--- config.mk ---
export PLATFORM = sky130hd
export DESIGN_NAME = logic_pod_trigger
export DESIGN_NICKNAME = d
export VERILOG_FILES = /design/src/rtl/logic_pod_trigger.sv
export SDC_FILE = /design/constraint.sdc
export NUM_CORES = 1
export LEC_CHECK = 0
export BUFFER_PORTS_ARGS = -buffer_cell sky130_fd_sc_hd__buf_2
export CORE_MARGIN = 2
export CORE_UTILIZATION = 29
export CTS_CLUSTER_DIAMETER = 80
export CTS_CLUSTER_SIZE = 8
export DETAILED_ROUTE_END_ITERATION = 16
export PLACE_DENSITY_LB_ADDON = 0.2
export SLEW_MARGIN = 25
export SYNTH_ARGS = -nofsm -noshare
export SYNTH_HDL_FRONTEND = slang
export SYNTH_SLANG_ARGS = --single-unit
--- constraint.sdc ---
create_clock -name clk_312p5mhz -period 6.7 [get_ports clk_312p5mhz]
set_clock_uncertainty 0.1 [all_clocks]
set_input_delay 1.34 -clock clk_312p5mhz [delete_from_list [all_inputs] [get_ports clk_312p5mhz]]
set_output_delay 1.34 -clock clk_312p5mhz [all_outputs]
set_load 0.01 [all_outputs]
--- src/rtl/logic_pod_trigger.sv ---
// logic_pod_trigger: per-pod edge/pattern trigger with 2-cycle sample delay and capture window.
// Define LOGIC_POD_TRIGGER_HOLDOFF_EN to add the cfg_holdoff re-arm holdoff.
module logic_pod_trigger #(
  parameter int POST_WIDTH = 16
) (
  input  logic                  clk_312p5mhz,
  input  logic                  rst,
  input  logic [7:0][15:0]      samples,
  input  logic [1:0]            cfg_mode,
  input  logic [2:0]            cfg_channel,
  input  logic [7:0]            cfg_pattern_mask,
  input  logic [7:0]            cfg_pattern_value,
  input  logic [POST_WIDTH-1:0] cfg_posttrig,
`ifdef LOGIC_POD_TRIGGER_HOLDOFF_EN
  input  logic [15:0]           cfg_holdoff,
`endif
  input  logic                  arm,
  input  logic                  force_trig,
  output logic [7:0][15:0]      samples_out,
  output logic                  armed,
  output logic                  triggered,
  output logic [3:0]            trig_offset,
  output logic                  capture_en,
  output logic                  done
);
  typedef enum logic [1:0] {IDLE, ARMED, POST, DONE} state_t;
  state_t state_q, state_d;
  logic [7:0][15:0] s1_q, s2_q;
  logic v1_q, v2_q;
  logic [1:0] mode_q;
  logic [2:0] chan_q;
  logic [7:0] mask_q, value_q;
  logic [15:0] cur, prv, ok, pat, match_d, match_q;
  logic force_q;
  logic [POST_WIDTH-1:0] cnt_q, cnt_d;
  logic [3:0] off_q, off_d, enc;
  logic hold_ok;
`ifdef LOGIC_POD_TRIGGER_HOLDOFF_EN
  logic [15:0] hold_q, hold_d;
  assign hold_ok = hold_q == '0;
`else
  assign hold_ok = 1'b1;
`endif
  // s2_q holds the word preceding s1_q, so its bit 15 is the prior sample of index 0
  always_comb begin
    cur = s1_q[chan_q];
    prv = {cur[14:0], s2_q[chan_q][15]};
    ok = {15'h7fff, v2_q};
    pat = '1;
    for (int k = 0; k < 16; k++)
      for (int i = 0; i < 8; i++)
        if (mask_q[i] && s1_q[i][k] != value_q[i]) pat[k] = 1'b0;
    match_d = mode_q == 2'd1 ? cur & ~prv & ok :
              mode_q == 2'd2 ? ~cur & prv & ok :
              mode_q == 2'd3 ? pat : '0;
  end
  always_comb begin
    enc = '0;
    for (int k = 15; k >= 0; k--)
      if (match_q[k]) enc = 4'(k);
  end
  always_comb begin
    state_d = state_q;
    cnt_d = cnt_q;
    off_d = off_q;
`ifdef LOGIC_POD_TRIGGER_HOLDOFF_EN
    hold_d = hold_q;
    if (state_q == ARMED && !hold_ok) hold_d = hold_q - 16'd1;
`endif
    triggered = state_q == ARMED && hold_ok && (|match_q || force_q);
    if (triggered) begin
      state_d = cfg_posttrig == '0 ? DONE : POST;
      cnt_d = cfg_posttrig;
      off_d = enc;
    end else if (state_q == POST) begin
      cnt_d = cnt_q - POST_WIDTH'(1);
      state_d = cnt_d == '0 ? DONE : POST;
    end else if (arm && (state_q == IDLE || state_q == DONE)) begin
      state_d = ARMED;
`ifdef LOGIC_POD_TRIGGER_HOLDOFF_EN
      hold_d = cfg_holdoff;
`endif
    end
  end
  assign armed = state_q == ARMED;
  assign capture_en = triggered || state_q == POST;
  assign done = state_q == DONE;
  assign trig_offset = triggered ? enc : off_q;
  assign samples_out = s2_q;
  always_ff @(posedge clk_312p5mhz) begin
    if (rst) begin
      s1_q <= '0;
      s2_q <= '0;
      v1_q <= 1'b0;
      v2_q <= 1'b0;
      mode_q <= '0;
      chan_q <= '0;
      mask_q <= '0;
      value_q <= '0;
      match_q <= '0;
      force_q <= 1'b0;
      state_q <= IDLE;
      cnt_q <= '0;
      off_q <= '0;
`ifdef LOGIC_POD_TRIGGER_HOLDOFF_EN
      hold_q <= '0;
`endif
    end else begin
      s1_q <= samples;
      s2_q <= s1_q;
      v1_q <= 1'b1;
      v2_q <= v1_q;
      mode_q <= cfg_mode;
      chan_q <= cfg_channel;
      mask_q <= cfg_pattern_mask;
      value_q <= cfg_pattern_value;
      match_q <= match_d;
      force_q <= force_trig;
      state_q <= state_d;
      cnt_q <= cnt_d;
      off_q <= off_d;
`ifdef LOGIC_POD_TRIGGER_HOLDOFF_EN
      hold_q <= hold_d;
`endif
    end
  end
endmodule

==> results.py, run 1 <==
metrics = {
    "run_status": {
        "status": "completed",
    },
    "timing": {
        "final_max_slew_viol_count": 0,
        "timing.final.setup_violations": 0,
        "fin_crit_sh_pct": 62.5,
        "worst_pin_slew_ps": 1020,
        "fin_setup_tns_ps": 0,
        "maxSlewHeadroom_pct": 31.8,
        "rsz0062_at_grt": "no",
        "min_period_ps": 4190,
        "max_freq_ghz": 0.239,
        "hold_violations": 0,
        "hold-worst-slack_ps": 337,
    },
    "route": {
        "drc": 0,
        "routedWlPerCell_um": 20.1,
        "antenna_left": 0,
        "vias_per_cell": 4.59,
        "wirelength_um": 40900,
        "vias": 9341,
        "drt_iter0_drc": 649,
        "drt-pass1-iter-count": 6,
    },
    "synthesis": {
        "synth-edff-count": 0,
        "synthesis.area_um2": 12600,
        "async_reset_ff_share_pct": 0,
        "synth_cells": 1173,
        "yosys_warnings": 0,
        "yosysSeqAreaShare_pct": 50.7,
        "syn_area_per_cell_um2": 10.7,
        "synth_fp_nets": 1347,
        "synth.distinct_cells": 54,
        "synthFlopType": "dfxtp_1",
        "ys_ff_latch": 318,
    },
    "placement": {
        "gp_congestion": 0.839,
        "io_buffers": 304,
        "place_inst": 1981,
        "dp_hpwl_um": 30100,
    },
    "die": {
        "fp-row-count": 76,
        "core_area_um2": 42900,
        "start_util_pct": 29.3,
        "die_x_um": 212,
        "dieArea_um2": 45000,
        "die_height_um": 212,
        "pin_count": 305,
    },
    "cells_and_area": {
        "instances_no_fill": 2034,
        "fin_nets": 1618,
        "fin_util_pct": 36.8,
        "final_common_cell": "dfxtp_1",
        "layout-drive-gt1-share_pct": 28.6,
        "syn2layout_area_growth_pct": 25.8,
        "layout_common_cells": "310 x dfxtp_1, 303 x buf_2, 279 x nor2b_1, 134 x xor2_1, 47 x clkbuf_16",
    },
    "clocking": {
        "root_buffer": "clkbuf_16",
        "clockBufferDepth": 3,
        "htreeDepth": 2,
        "numCtsBuffers": 46,
        "holdBufCountCts": 0,
        "cts_tree": "yes",
        "post_cts_resized": 0,
        "cts_setup_buffers": 0,
        "clock_latency_ps": 560,
        "cts.sinks": 318,
        "path_clk_slew_ps": 50,
    },
    "worst_setup_path": {
        "cp.arrival_ps": 2750,
        "crit_type": "reg -> out",
        "crit_family": "simple AND/OR/NAND/NOR gates",
        "worst-path-max-fanout": 42,
        "max_stage_delay_ps": 480,
        "crit_top_cell": "nand2_1",
        "start_kind": "flip-flop",
        "required_ps": 5260,
        "worst-path-buf-inv": 3,
        "cp-end-kind": "primary output",
        "cpMaxStageDelayCell": "nor4_1",
        "path_cells": "nor4_1 -> nand2_1 -> o31ai_4 -> buf_4 -> inv_1 -> nand3_1 -> nand2_1 -> buf_2",
    },
    "pwr": {
        "leakage_nw": 7.01,
        "peakVddDrop_mv": 0.178,
        "power.density_nw_per_um2": 325,
    },
    "global_routing": {
        "grt_pass1_vias": 9314,
        "grt_max_degree": 126,
        "grt_pass1_wl_um": 59300,
        "grt_antenna_before_repair": 3,
        "grt_overflow": 0,
        "grt_usage_pct": 18.0,
    },
    "job": {
        "maxCapViolCount": 0,
    },
    "min_path": {
        "min-delay-path-class": "reg -> reg",
    },
}
cell families (layout without fill, tap and decap cells):
kind of cell,Yosys count,after routing,synth area share (%)
compound gates,125,125,7.46
xor+xnor,143,143,9.98
fa+ha+maj,5,5,0.498
buf+inv,99,373,3.16
flops,318,318,50.7
mux,51,51,7.47
other cells,0,2,0
simple gates,432,432,20.7
worst reg2reg max path, stage by stage (launching register included):
cell and delay, ps:
dfxtp_2 970, mux4_2 630, mux2_2 300, nor4_1 230, a31oi_1 70, a21oi_1 240
worst paths after layout:
path	endpoint	slack, ps	cells past startpoint	from
setup / recovery	trig_offset[2]	2510	8	match_q[3]$_SDFF_PP0_
hold / removal	v2_q$_SDFF_PP0_	340	1	v1_q$_DFF_P_
setup reg to reg	match_q[0]$_SDFF_PP0_	4070	5	chan_q[1]$_SDFF_PP0_
hold reg to reg	v2_q$_SDFF_PP0_	340	1	v1_q$_DFF_P_
area by class of cell:
type                       instances  area, um^2
fill                            4362       27100
sequential                       318        6380
multi-input combinational        756        5800
timing repair buffer             309        1570
clock buffer                      48        1190
tap                              585         732
clock inverter                     3        68.8
inverter                          13        48.8
antenna                            2        5.00
synth_stat cells, types with 17 or more instances:
cell,n,area share (%)
clkbuf_1,63,1.9
nor2_1,30,0.90
a21oi_1,22,0.88
nand3_1,20,0.80
nor2b_1,279,14
o21ai_0,20,0.80
xor2_1,134,9.3
nand2_1,36,1.1
a22o_1,17,1.2
nor3b_1,27,1.6
mux4_2,34,6.1
dfxtp_1,318,51
per-layer routing:
layer  wire, um  up-vias  global-route usage [%]
met2      18600      305                    28.1
li1           -     4491                       -
met5         27        -                       0
met4       1210        4                    6.78
met3       2880       68                    4.95
met1      18200     4473                    23.8
report_power, final:
part	leakage, nW	internal [mW]	switching, mW	total (mW)
Combinational	3.76	0.387	0.414	0.802
Sequential	2.63	2.04	0.191	2.23
Clock	0.619	1.31	0.799	2.11
Total	7.01	3.73	1.40	5.14
flip-flops by register name, summed over array words and instances, names as in the netlist:
signal	count
state_q	2
v2_q	1
off_q	4
value_q	8
match_q	16
force_q	1
samples_out	128
s1_q	128
mask_q	8
mode_q	2
cnt_q	16
chan_q	3
v1_q	1
metrics by stage:
stage | power, mW | cell area (um^2) | setup WS (ps)
floorplan | 2.78 | 12600 | 3570
global placement | 3.06 | 14500 | 3070
detailed placement | 3.07 | 14500 | 3060
CTS | 5.22 | 15800 | 2450
global route | 5.39 | 15800 | 2240
finish | 5.14 | 15800 | 2510
Power figures use the tool's default switching activity.
==> run 2: changes to the inputs <==
==> constraint.sdc (replaced) <==
create_clock -name clk_312p5mhz -period 3.95 [get_ports clk_312p5mhz]
set_clock_uncertainty 0.1 [all_clocks]
set_input_delay 0.79 -clock clk_312p5mhz [delete_from_list [all_inputs] [get_ports clk_312p5mhz]]
set_output_delay 0.79 -clock clk_312p5mhz [all_outputs]
set_load 0.01 [all_outputs]
==> results.py, run 2 (synthesis results as in run 1) <==
metrics = {
    "run_status": {
        "status": "completed",
    },
    "clocking": {
        "numCtsBuffers": 46,
        "htreeDepth": 2,
        "post_cts_resized": 0,
        "cts.sinks": 318,
        "clock_latency_ps": 560,
        "clockBufferDepth": 3,
        "cts_tree": "yes",
        "root_buffer": "clkbuf_16",
        "holdBufCountCts": 0,
        "path_clk_slew_ps": 50,
        "cts_setup_buffers": 0,
    },
    "placement": {
        "gp_congestion": 0.885,
        "placed_area_um2": 14500,
        "io_buffers": 304,
        "dp_hpwl_um": 31000,
    },
    "min_path": {
        "min-delay-path-class": "in -> reg",
    },
    "pwr": {
        "leakage_nw": 7.01,
        "power.density_nw_per_um2": 547,
        "peakVddDrop_mv": 0.321,
        "p_total_mw": 8.64,
    },
    "cells_and_area": {
        "syn2layout_area_growth_pct": 25.8,
        "final_common_cell": "dfxtp_1",
        "layout-drive-gt1-share_pct": 28.3,
        "n_fill_cell": 4365,
        "layout_common_cells": "315 x dfxtp_1, 303 x buf_2, 279 x nor2b_1, 134 x xor2_1, 47 x clkbuf_16",
        "final_area_um2": 15800,
        "fin_util_pct": 36.8,
        "fin_nets": 1619,
    },
    "timing": {
        "final_max_slew_viol_count": 0,
        "rsz0062_at_grt": "no",
        "hold_violations": 0,
        "timing.final.setup_violations": 0,
        "worst_pin_slew_ps": 1110,
        "maxSlewHeadroom_pct": 26.2,
        "fin_crit_sh_pct": 85.8,
        "max_freq_ghz": 0.295,
        "fin_setup_tns_ps": 0,
        "min_period_ps": 3390,
    },
    "die": {
        "die_height_um": 212,
        "die_x_um": 212,
        "dieArea_um2": 45000,
        "start_util_pct": 29.3,
        "fp-row-count": 76,
        "pin_count": 305,
        "core_area_um2": 42900,
    },
    "route": {
        "drt-pass1-iter-count": 5,
        "antenna_left": 0,
        "drt_iter0_drc": 720,
        "vias_per_cell": 4.63,
        "vias": 9436,
        "drc": 0,
        "wirelength_um": 41000,
        "routedWlPerCell_um": 20.1,
    },
    "global_routing": {
        "grtUsageMet3_pct": 6.44,
        "grt_antenna_before_repair": 4,
        "met1_usage_pct": 23.5,
        "grt_overflow": 0,
        "use_met2_pct": 27.5,
        "busiest_layer": "met2",
        "grt_usage_pct": 17.9,
        "grt_max_degree": 130,
        "grt_pass1_vias": 9379,
        "grt_pass1_wl_um": 59300,
    },
    "job": {
        "maxCapViolCount": 0,
    },
    "worst_setup_path": {
        "crit_type": "reg -> out",
        "reg2regPathDepth": 6,
        "worstReg2RegStart": "chan_q[0]$_SDFF_PP0_",
        "worstSetupStartpoint": "match_q[8]$_SDFF_PP0_",
        "reg2reg_setup_slack_ps": 1310,
        "cp-end-kind": "primary output",
        "cp.arrival_ps": 2500,
        "required_ps": 3060,
        "worst-path-max-fanout": 10,
        "endpoint": "trig_offset[2]",
        "start_kind": "flip-flop",
        "r2r_end": "match_q[14]$_SDFF_PP0_",
    },
}
run 2: cell types whose count changed in the layout (fill, tap and decap cells not counted):
cell	change
buf_12	+1
bufinv_16	-2
clkbuf_1	+1
clkbuf_8	+1
clkinv_8	+2
clkinvlp_4	+1
dfxtp_1	+5
dfxtp_2	-5
diode_2	+2
inv_6	-1
run 2: power breakdown:
group / total [mW] / internal (mW) / switching, mW
logic: 1.37 / 0.658 / 0.708
clock network: 3.49 / 2.13 / 1.36
registers: 3.78 / 3.45 / 0.331
total: 8.64 / 6.24 / 2.40
run 2: worst min-delay path by stage:
stage,from,cells past startpoint,to,slack [ps]
after floorplan,v1_q$_DFF_P_,1,v2_q$_SDFF_PP0_,310
after global placement,v1_q$_DFF_P_,1,v2_q$_SDFF_PP0_,330
after detailed placement,v1_q$_DFF_P_,1,v2_q$_SDFF_PP0_,330
after CTS,samples[72],2,s1_q[72]$_SDFF_PP0_,300
after global routing,samples[103],2,s1_q[103]$_SDFF_PP0_,310
final,samples[72],2,s1_q[72]$_SDFF_PP0_,340
run 2: area by class of cell:
class	instances	area, um^2	area share [%]
repair buffers	310	1590	10.1
flip-flops and latches	318	6370	40.3
clock buffers	50	1210	7.64
inverters	13	48.8	0.309
well taps	585	732	4.63
multi-input cells	756	5800	36.7
clock inverters	3	40.0	0.253
diodes	4	10.0	0.0634
run 2: per-stage QoR:
| stage | hold WS (ps) | worst slack (ps) | cells |
|---|---|---|---|
| floorplan | 314 | 1370 | 1173 |
| global placement | 329 | 1110 | 1982 |
| detailed placement | 331 | 1090 | 1982 |
| CTS | 304 | 466 | 2035 |
| global route | 314 | 278 | 2035 |
| finish | 339 | 561 | 2039 |
run 2: critical path, cell delays in order, from the launching register on:
cell	delay (ps)
dfxtp_1	330
nor4_1	410
nand2_1	190
o31ai_4	450
inv_1	200
nand3_1	130
nand2_1	70
buf_2	150
run 2: layer usage:
metal | wire length (um) | share of wire [%] | up-vias
met5 | 80 | 0.20 | -
met4 | 962 | 2.3 | 6
met3 | 4000 | 9.8 | 61
met2 | 18200 | 44 | 400
met1 | 17700 | 43 | 4486
li1 | - | - | 4483
